## src/rtl/pipe_pkg.sv

```systemverilog
// pipe_pkg -- shared types for the decode->execute pipeline stage.
//   stage_state_t : occupancy-encoded stage state (EMPTY=0, BUSY=1, FULL=2)
//   dx_ctrl_t     : decode->execute control bundle; callers size CTRL_W
//                   as $bits(dx_ctrl_t)
//   DX_BUBBLE     : all-zero control word carried by an empty slot
package pipe_pkg;

  // Encoding doubles as the occupancy count.
  typedef enum logic [1:0] {
    ST_EMPTY = 2'd0,
    ST_BUSY  = 2'd1,
    ST_FULL  = 2'd2
  } stage_state_t;

  typedef struct packed {
    logic [3:0] alu_op;
    logic [4:0] rd;
    logic       reg_we;
    logic       mem_rd;
    logic       mem_wr;
    logic       branch;
    logic       jump;
    logic [1:0] imm_sel;
  } dx_ctrl_t;

  localparam int       DX_CTRL_W = $bits(dx_ctrl_t);
  localparam dx_ctrl_t DX_BUBBLE = '0;

endpackage

```

## src/rtl/pipe_stage_reg.sv

```systemverilog
// pipe_stage_reg -- one payload register with load enable and clear.
//   clk   : clock
//   reset : asynchronous active-high reset, clears q
//   en    : load d into q
//   clr   : synchronous clear of q (wins over en)
//   d     : next payload
//   q     : held payload
module pipe_stage_reg #(
  parameter int W = 48
) (
  input  logic         clk,
  input  logic         reset,
  input  logic         en,
  input  logic         clr,
  input  logic [W-1:0] d,
  output logic [W-1:0] q
);

  always_ff @(posedge clk or posedge reset) begin
    if (reset) begin
      q <= '0;
    end else if (clr) begin
      q <= '0;
    end else if (en) begin
      q <= d;
    end
  end

endmodule

```

## src/rtl/pipe_stage_hs.sv

```systemverilog
// pipe_stage_hs -- valid/ready pipeline stage carrying a datapath payload
// and a decode->execute control payload, latency 1.
//   clk, reset         : clock, asynchronous active-high reset
//   flush              : synchronous kill of every held entry
//   in_valid/in_ready  : upstream handshake; in_data/in_ctrl payload
//   out_valid/out_ready: downstream handshake; out_data/out_ctrl payload
//   occupancy          : number of held entries (0..2)
// Build option: define PIPE_STAGE_SKID_EN for a two-entry stage (main +
// skid register, registered in_ready, full throughput). Without it the
// stage holds one entry and in_ready = !out_valid | out_ready.
module pipe_stage_hs
  import pipe_pkg::*;
#(
  parameter int DATA_W = 32,
  parameter int CTRL_W = 16
) (
  input  logic              clk,
  input  logic              reset,
  input  logic              flush,
  input  logic              in_valid,
  output logic              in_ready,
  input  logic [DATA_W-1:0] in_data,
  input  logic [CTRL_W-1:0] in_ctrl,
  output logic              out_valid,
  input  logic              out_ready,
  output logic [DATA_W-1:0] out_data,
  output logic [CTRL_W-1:0] out_ctrl,
  output logic [1:0]        occupancy
);

  localparam int                PW          = DATA_W + CTRL_W;
  localparam logic [CTRL_W-1:0] BUBBLE_CTRL = CTRL_W'(DX_BUBBLE);

  stage_state_t    state_p1;
  logic            vld_p1;
  logic            in_fire;
  logic            out_fire;
  logic            main_en;
  logic            main_clr;
  logic [PW-1:0]   main_d;
  logic [PW-1:0]   main_q;

  assign in_fire  = in_valid & in_ready;
  assign out_fire = vld_p1 & out_ready;

`ifdef PIPE_STAGE_SKID_EN
  logic          in_ready_p1;
  logic          skid_en;
  logic          skid_clr;
  logic [PW-1:0] skid_q;

  // in_ready comes straight from a flop: no path from out_ready.
  assign in_ready = in_ready_p1;

  // Payload steering. FULL never sees in_fire because in_ready is low.
  always_comb begin
    main_en  = 1'b0;
    main_clr = flush;
    main_d   = {in_data, in_ctrl};
    skid_en  = 1'b0;
    skid_clr = flush;
    if (!flush) begin
      case (state_p1)
        ST_EMPTY: main_en = in_fire;
        ST_BUSY: begin
          if (in_fire && out_fire) begin
            main_en = 1'b1;
          end else if (in_fire) begin
            skid_en = 1'b1;
          end else if (out_fire) begin
            main_clr = 1'b1;
          end
        end
        ST_FULL: begin
          if (out_fire) begin
            main_en  = 1'b1;
            main_d   = skid_q;
            skid_clr = 1'b1;
          end
        end
        default: main_clr = 1'b1;
      endcase
    end
  end

  // Stage FSM: state, out_valid and in_ready all registered.
  always_ff @(posedge clk or posedge reset) begin
    if (reset) begin
      state_p1    <= ST_EMPTY;
      vld_p1      <= 1'b0;
      in_ready_p1 <= 1'b1;
    end else if (flush) begin
      state_p1    <= ST_EMPTY;
      vld_p1      <= 1'b0;
      in_ready_p1 <= 1'b1;
    end else begin
      case (state_p1)
        ST_EMPTY: begin
          if (in_fire) begin
            state_p1 <= ST_BUSY;
            vld_p1   <= 1'b1;
          end
        end
        ST_BUSY: begin
          if (in_fire && !out_fire) begin
            state_p1    <= ST_FULL;
            in_ready_p1 <= 1'b0;
          end else if (!in_fire && out_fire) begin
            state_p1 <= ST_EMPTY;
            vld_p1   <= 1'b0;
          end
        end
        ST_FULL: begin
          if (out_fire) begin
            state_p1    <= ST_BUSY;
            in_ready_p1 <= 1'b1;
          end
        end
        default: begin
          state_p1    <= ST_EMPTY;
          vld_p1      <= 1'b0;
          in_ready_p1 <= 1'b1;
        end
      endcase
    end
  end

  // ---- skid register (second entry while downstream stalls) ----
  pipe_stage_reg #(.W(PW)) u_skid (
    .clk   (clk),
    .reset (reset),
    .en    (skid_en),
    .clr   (skid_clr),
    .d     ({in_data, in_ctrl}),
    .q     (skid_q)
  );
`else
  // Single-entry stage: accept whenever the slot is empty or draining.
  assign in_ready = ~vld_p1 | out_ready;

  always_comb begin
    main_en  = 1'b0;
    main_clr = flush;
    main_d   = {in_data, in_ctrl};
    if (!flush) begin
      if (in_fire) begin
        main_en = 1'b1;
      end else if (out_fire) begin
        main_clr = 1'b1;
      end
    end
  end

  always_ff @(posedge clk or posedge reset) begin
    if (reset) begin
      state_p1 <= ST_EMPTY;
      vld_p1   <= 1'b0;
    end else if (flush) begin
      state_p1 <= ST_EMPTY;
      vld_p1   <= 1'b0;
    end else if (in_fire) begin
      state_p1 <= ST_BUSY;
      vld_p1   <= 1'b1;
    end else if (out_fire) begin
      state_p1 <= ST_EMPTY;
      vld_p1   <= 1'b0;
    end
  end
`endif

  // ---- main register (entry presented downstream) ----
  pipe_stage_reg #(.W(PW)) u_main (
    .clk   (clk),
    .reset (reset),
    .en    (main_en),
    .clr   (main_clr),
    .d     (main_d),
    .q     (main_q)
  );

  // Main register is cleared when it empties; the gating below makes the
  // bubble on an empty slot explicit.
  assign out_valid = vld_p1;
  assign out_data  = vld_p1 ? main_q[PW-1:CTRL_W] : '0;
  assign out_ctrl  = vld_p1 ? main_q[CTRL_W-1:0]  : BUBBLE_CTRL;
  assign occupancy = state_p1;

endmodule

```

## config.mk

```make
export PLATFORM = sky130hd
export DESIGN_NAME = pipe_stage_hs
export DESIGN_NICKNAME = d
export VERILOG_FILES = /design/src/rtl/pipe_pkg.sv /design/src/rtl/pipe_stage_reg.sv /design/src/rtl/pipe_stage_hs.sv
export SDC_FILE = /design/constraint.sdc
export NUM_CORES = 1
export LEC_CHECK = 0
export ABC_AREA = 1
export CORE_MARGIN = 10
export CORE_UTILIZATION = 38
export CTS_BUF_LIST = sky130_fd_sc_hd__clkbuf_8 sky130_fd_sc_hd__clkbuf_16
export DETAILED_ROUTE_END_ITERATION = 8
export PLACE_DENSITY_LB_ADDON = 0.2
export SETUP_SLACK_MARGIN = 0.3
export SYNTH_ARGS = -nofsm -noshare
export SYNTH_HDL_FRONTEND = slang
export SYNTH_SLANG_ARGS = --single-unit
```

## constraint.sdc

```tcl
create_clock -name clk -period 1.65 [get_ports clk]
set_clock_uncertainty 0.15 [all_clocks]
set_input_delay 0.2475 -clock clk [delete_from_list [all_inputs] [get_ports clk]]
set_output_delay 0.2475 -clock clk [all_outputs]
set_load 0.03 [all_outputs]
```

### Yosys cells after proc, flatten, opt, wreduce, memory -nomap -nowiden

Cells that the tools add are included.

| cells by class | value |
|---|---|
| multiplexer cells | 15 |
| reduce and logical (&&, ||, !) cells | 2 |
| bitwise gates (word level) | 4 |

Operator list:

| cell | count |
|---|---|
| two-way mux 48 bit | 2 |
| two-way mux 32 bit | 1 |
| two-way mux 16 bit | 1 |
| two-way mux 1 bit | 8 |
| two-way mux 2 bit | 3 |
| nonzero test 3 bit | 1 |
| bitwise AND 1 bit | 2 |
| nonzero test 2 bit | 1 |
| inverter 1 bit | 1 |
| bitwise OR 1 bit | 1 |

| storage, ports and cells | value |
|---|---|
| output and inout port bits | 52 |
| word-level logic and storage cells | 24 |
| register bits | 51 |
| bits of input ports | 53 |

### Depth between registers and ports, before layout

| depth | value |
|---|---|
| depth in word-level cells | 7 |
| gate-level depth with buffers | 7 |
| depth with buffers taken out | 6 |

### Cells and area by module

From an unflattened synthesis, not the netlist that was laid out.

| second synthesis, totals | value |
|---|---|
| cells, all modules | 327 |
| area total of the unflattened synthesis | 2429.8 um2 |

Modules (own cells, without submodules):

| module | seq. area each (um2) | times used | area an instance (um2) | cells each |
|---|---|---|---|---|
| pipe_stage_reg | 1201.2 | 1 | 1906.8 | 210 |
| pipe_stage_hs | 25.0 | 1 | 523.0 | 117 |

### Worst setup path after synthesis

OpenSTA, ideal clock, no wires.

| path | value |
|---|---|
| path kind | register to output |
| start | reg, netlist name occupancy[0] |
| end | out out_ctrl[0] |
| setup slack | -0.053 ns |
| required time | 1.252 ns |
| arrival | 1.306 ns |
| buffers on the path | 3 |
| cell stages (with the launch flop) | 6 |
| cell sequence | dfrtp_1 > buf_6 > buf_2 > buf_2 > nand2_1 > inv_1 |

RTL lines:

| element | line | text |
|---|---|---|
| to (decl) | pipe_stage_hs.sv:27 | `output logic [CTRL_W-1:0] out_ctrl,` |

==> flow_summary.ini <==
[synthesis]
synth_area_sq_mm = 0.002419
yosys_warnings = 0
synth_top_area_share = 0.5070
syn_area_per_cell_sq_um = 7.374
ys_types = 14
synth_top_cell_by_area = dfrtp_1
synth_seq_cells = 49
synthCells = 328
synth_top_cells_by_area = dfrtp_1, nand2_1, nand3_1
syn-num-nets = 381
yosysSeqAreaShare = 0.5070

[die]
start_util = 0.3853
core_area_sq_mm = 0.006277
die_w_microns = 99.78
dieArea_sq_mm = 0.009956
die_h_microns = 99.78
io_pins = 105
rows = 29

[detailed_routing]
viasPerCell = 4.742
drt_iter0_drc = 86
routed_wl_mm = 8.379
drt_first_pass_iters = 4
wl_per_cell_microns = 16.11
drcViolationCount = 0
ant_nets = 0
vias = 2466

[setup_path]
worstReg2RegStart = occupancy[0]$_DFFE_PP0P_
crit_arrival_ns = 1.27
r2r-end = u_main.q[8]$_DFFE_PP0P_
critPathLaunchType = flip-flop
end_kind = output port
path_max_fanout = 8
critPathRequiredTime_ns = 1.25
ff2ff_path_depth = 8
cp_slowest_cell = dfrtp_2
crit_buf_inv = 4
r2r_slack_ns = 0.11
critical_path_class = reg -> out
cp_cell_sequence = buf_12, clkbuf_16, nand2_1, inv_2, buf_6
slowest_delay_ns = 0.42
crit_family = buffers and inverters

[cts]
cts.sinks = 49
cts_buffers = 5
cts_tree = yes
root_buffer = clkbuf_8
path_clk_slew_ns = 0.09
htree_levels = 2
clk_path_buf_depth = 2
clk_latency_ns = 0.29
postCtsHoldBufs = 0

[placed_design]
io_buffers = 103
place_area_sq_mm = 0.003598
gp_congestion = 0.7435
dp_hpwl_mm = 5.004

[status]
violations = setup timing
status = finished with violations

[sta]
fin_hold_ws_ns = 0.2277
finalSetupViolCount = 16
setup_ws_ns = -0.01445
final_max_slew_viol_count = 0
fmax_mhz = 600.8
hold_viol_final = 0
rsz0062_at_grt = yes
post-route-period-util = 1.009
fin_crit_ns = 1.664

[power]
leakage_nw = 2.500
ir_drop_mv = 0.5218
p_per_area_mw_per_mm2 = 674.3

[layout]
diodes = 0
drive_gt1_frac = 0.4131
stdcell_area_sq_mm = 0.004404
syn_to_final_growth_pct = 82.10
final_nets = 497

[global_routing]
grt_max_degree = 33
grt_overflow = 0
grtUsageTotal = 0.1452
antenna_found_initial = 0
grt_pass1_vias = 2273
grt_pass1_wl_mm = 11.76

[flow_run]
cap_viol_max_count = 0

[worst_hold_path]
hp-class = in -> async
-- cell usage in the layout, fill, tap and decap left out, drive strengths merged --
cell,netlist,routed
a21oi,1,1
buf,20,70
clkbuf,2,14
clkdlybuf4s50,0,52
clkinv,0,1
clkinvlp,0,1
conb,1,1
dfrtp,49,49
inv,54,53
nand2,145,145
nand3,55,55
nor2,1,1
-- worst reg2reg max path: stages (launching register included) --
cell	delay, ns
dfrtp_2	0.42
buf_12	0.15
buf_4	0.16
nand2_4	0.07
nand2_4	0.07
nand2_8	0.15
clkbuf_16	0.18
nand3_1	0.07
nand2_1	0.06
-- per-layer routing --
metal / wire length, microns / share of wire / GRT usage
met1: 3332 / 0.40 / 0.1720
met2: 4265 / 0.51 / 0.2325
met3: 719 / 0.086 / 0.06456
met4: 61 / 0.0073 / 0.04190
met5: 0 / 0 / 0
-- worst max path at each step --
stage | startpoint | endpoint | slack (ns) | cells after the start
finish | occupancy[0]$_DFFE_PP0P_ | out_ctrl[5] | -0.01 | 5
global route | occupancy[0]$_DFFE_PP0P_ | out_ctrl[7] | -0.05 | 5
CTS | occupancy[0]$_DFFE_PP0P_ | out_ctrl[0] | -0.03 | 4
detailed placement | out_ready | u_main.q[14]$_DFFE_PP0P_ | -0.02 | 7
global placement | in_valid | u_main.q[15]$_DFFE_PP0P_ | 0.03 | 7
floorplan | occupancy[0]$_DFFE_PP0P_ | out_ctrl[0] | 0.13 | 5
-- logic make-up (layout without fill, tap and decap cells) --
group | after synthesis | count (layout) | synth area share
DFF | 49 | 49 | 0.5070
and+or+nand+nor | 201 | 201 | 0.3476
buffers and inverters | 76 | 191 | 0.1417
other | 1 | 1 | 0.001551
AOI/OAI and AO/OA | 1 | 1 | 0.002067
-- power by group --
part | switching (mW) | internal [mW]
Sequential | 0.0956 | 1.31
Combinational | 0.457 | 0.455
Clock | 0.376 | 0.280
Total | 0.928 | 2.04
-- cell type report --
class / count / area (sq um)
well taps: 77 / 96.34
clock buffers: 5 / 68.82
flip-flops and latches: 49 / 1227
fillers: 475 / 1873
multi-input cells: 203 / 1117
inverters: 54 / 266.5
repair buffers: 131 / 1623
clock inverters: 1 / 5.005
-- flip-flops by register name, indices dropped and copies added, names as in the netlist --
signal,cells
u_main.q,48
occupancy,1
-- stage by stage --
step	instances	total power, mW	setup slack [ns]	TNS (ns)	util
5_1_grt	520	3.123	-0.05204	-1.724	0.7016
3_3_place_gp	497	2.081	0.02754	0	0.5733
4_1_cts	506	2.834	-0.03306	-0.2310	0.6311
2_1_floorplan	328	1.801	0.1295	0	-
3_5_place_dp	497	2.091	-0.01666	-0.1837	0.5733
6_report	520	2.970	-0.01445	-0.09537	0.7016
-- Yosys cell counts, drive strengths merged --
master	count
dfrtp	49
nand3	55
conb	1
nand2	145
inv	54
a21oi	1
nor2	1
buf	20
clkbuf	2
-- repair_timing --
item | CTS | global route
hold endpoints to repair | 0 | 0
pin swaps | 1 | 10
buffers inserted | 1 | 3
cloned | 2 | 11
setup endpoints to repair | 57 | 99
gates resized for setup | 59 | 47
Note: power is estimated with default switching activity, not from simulation.
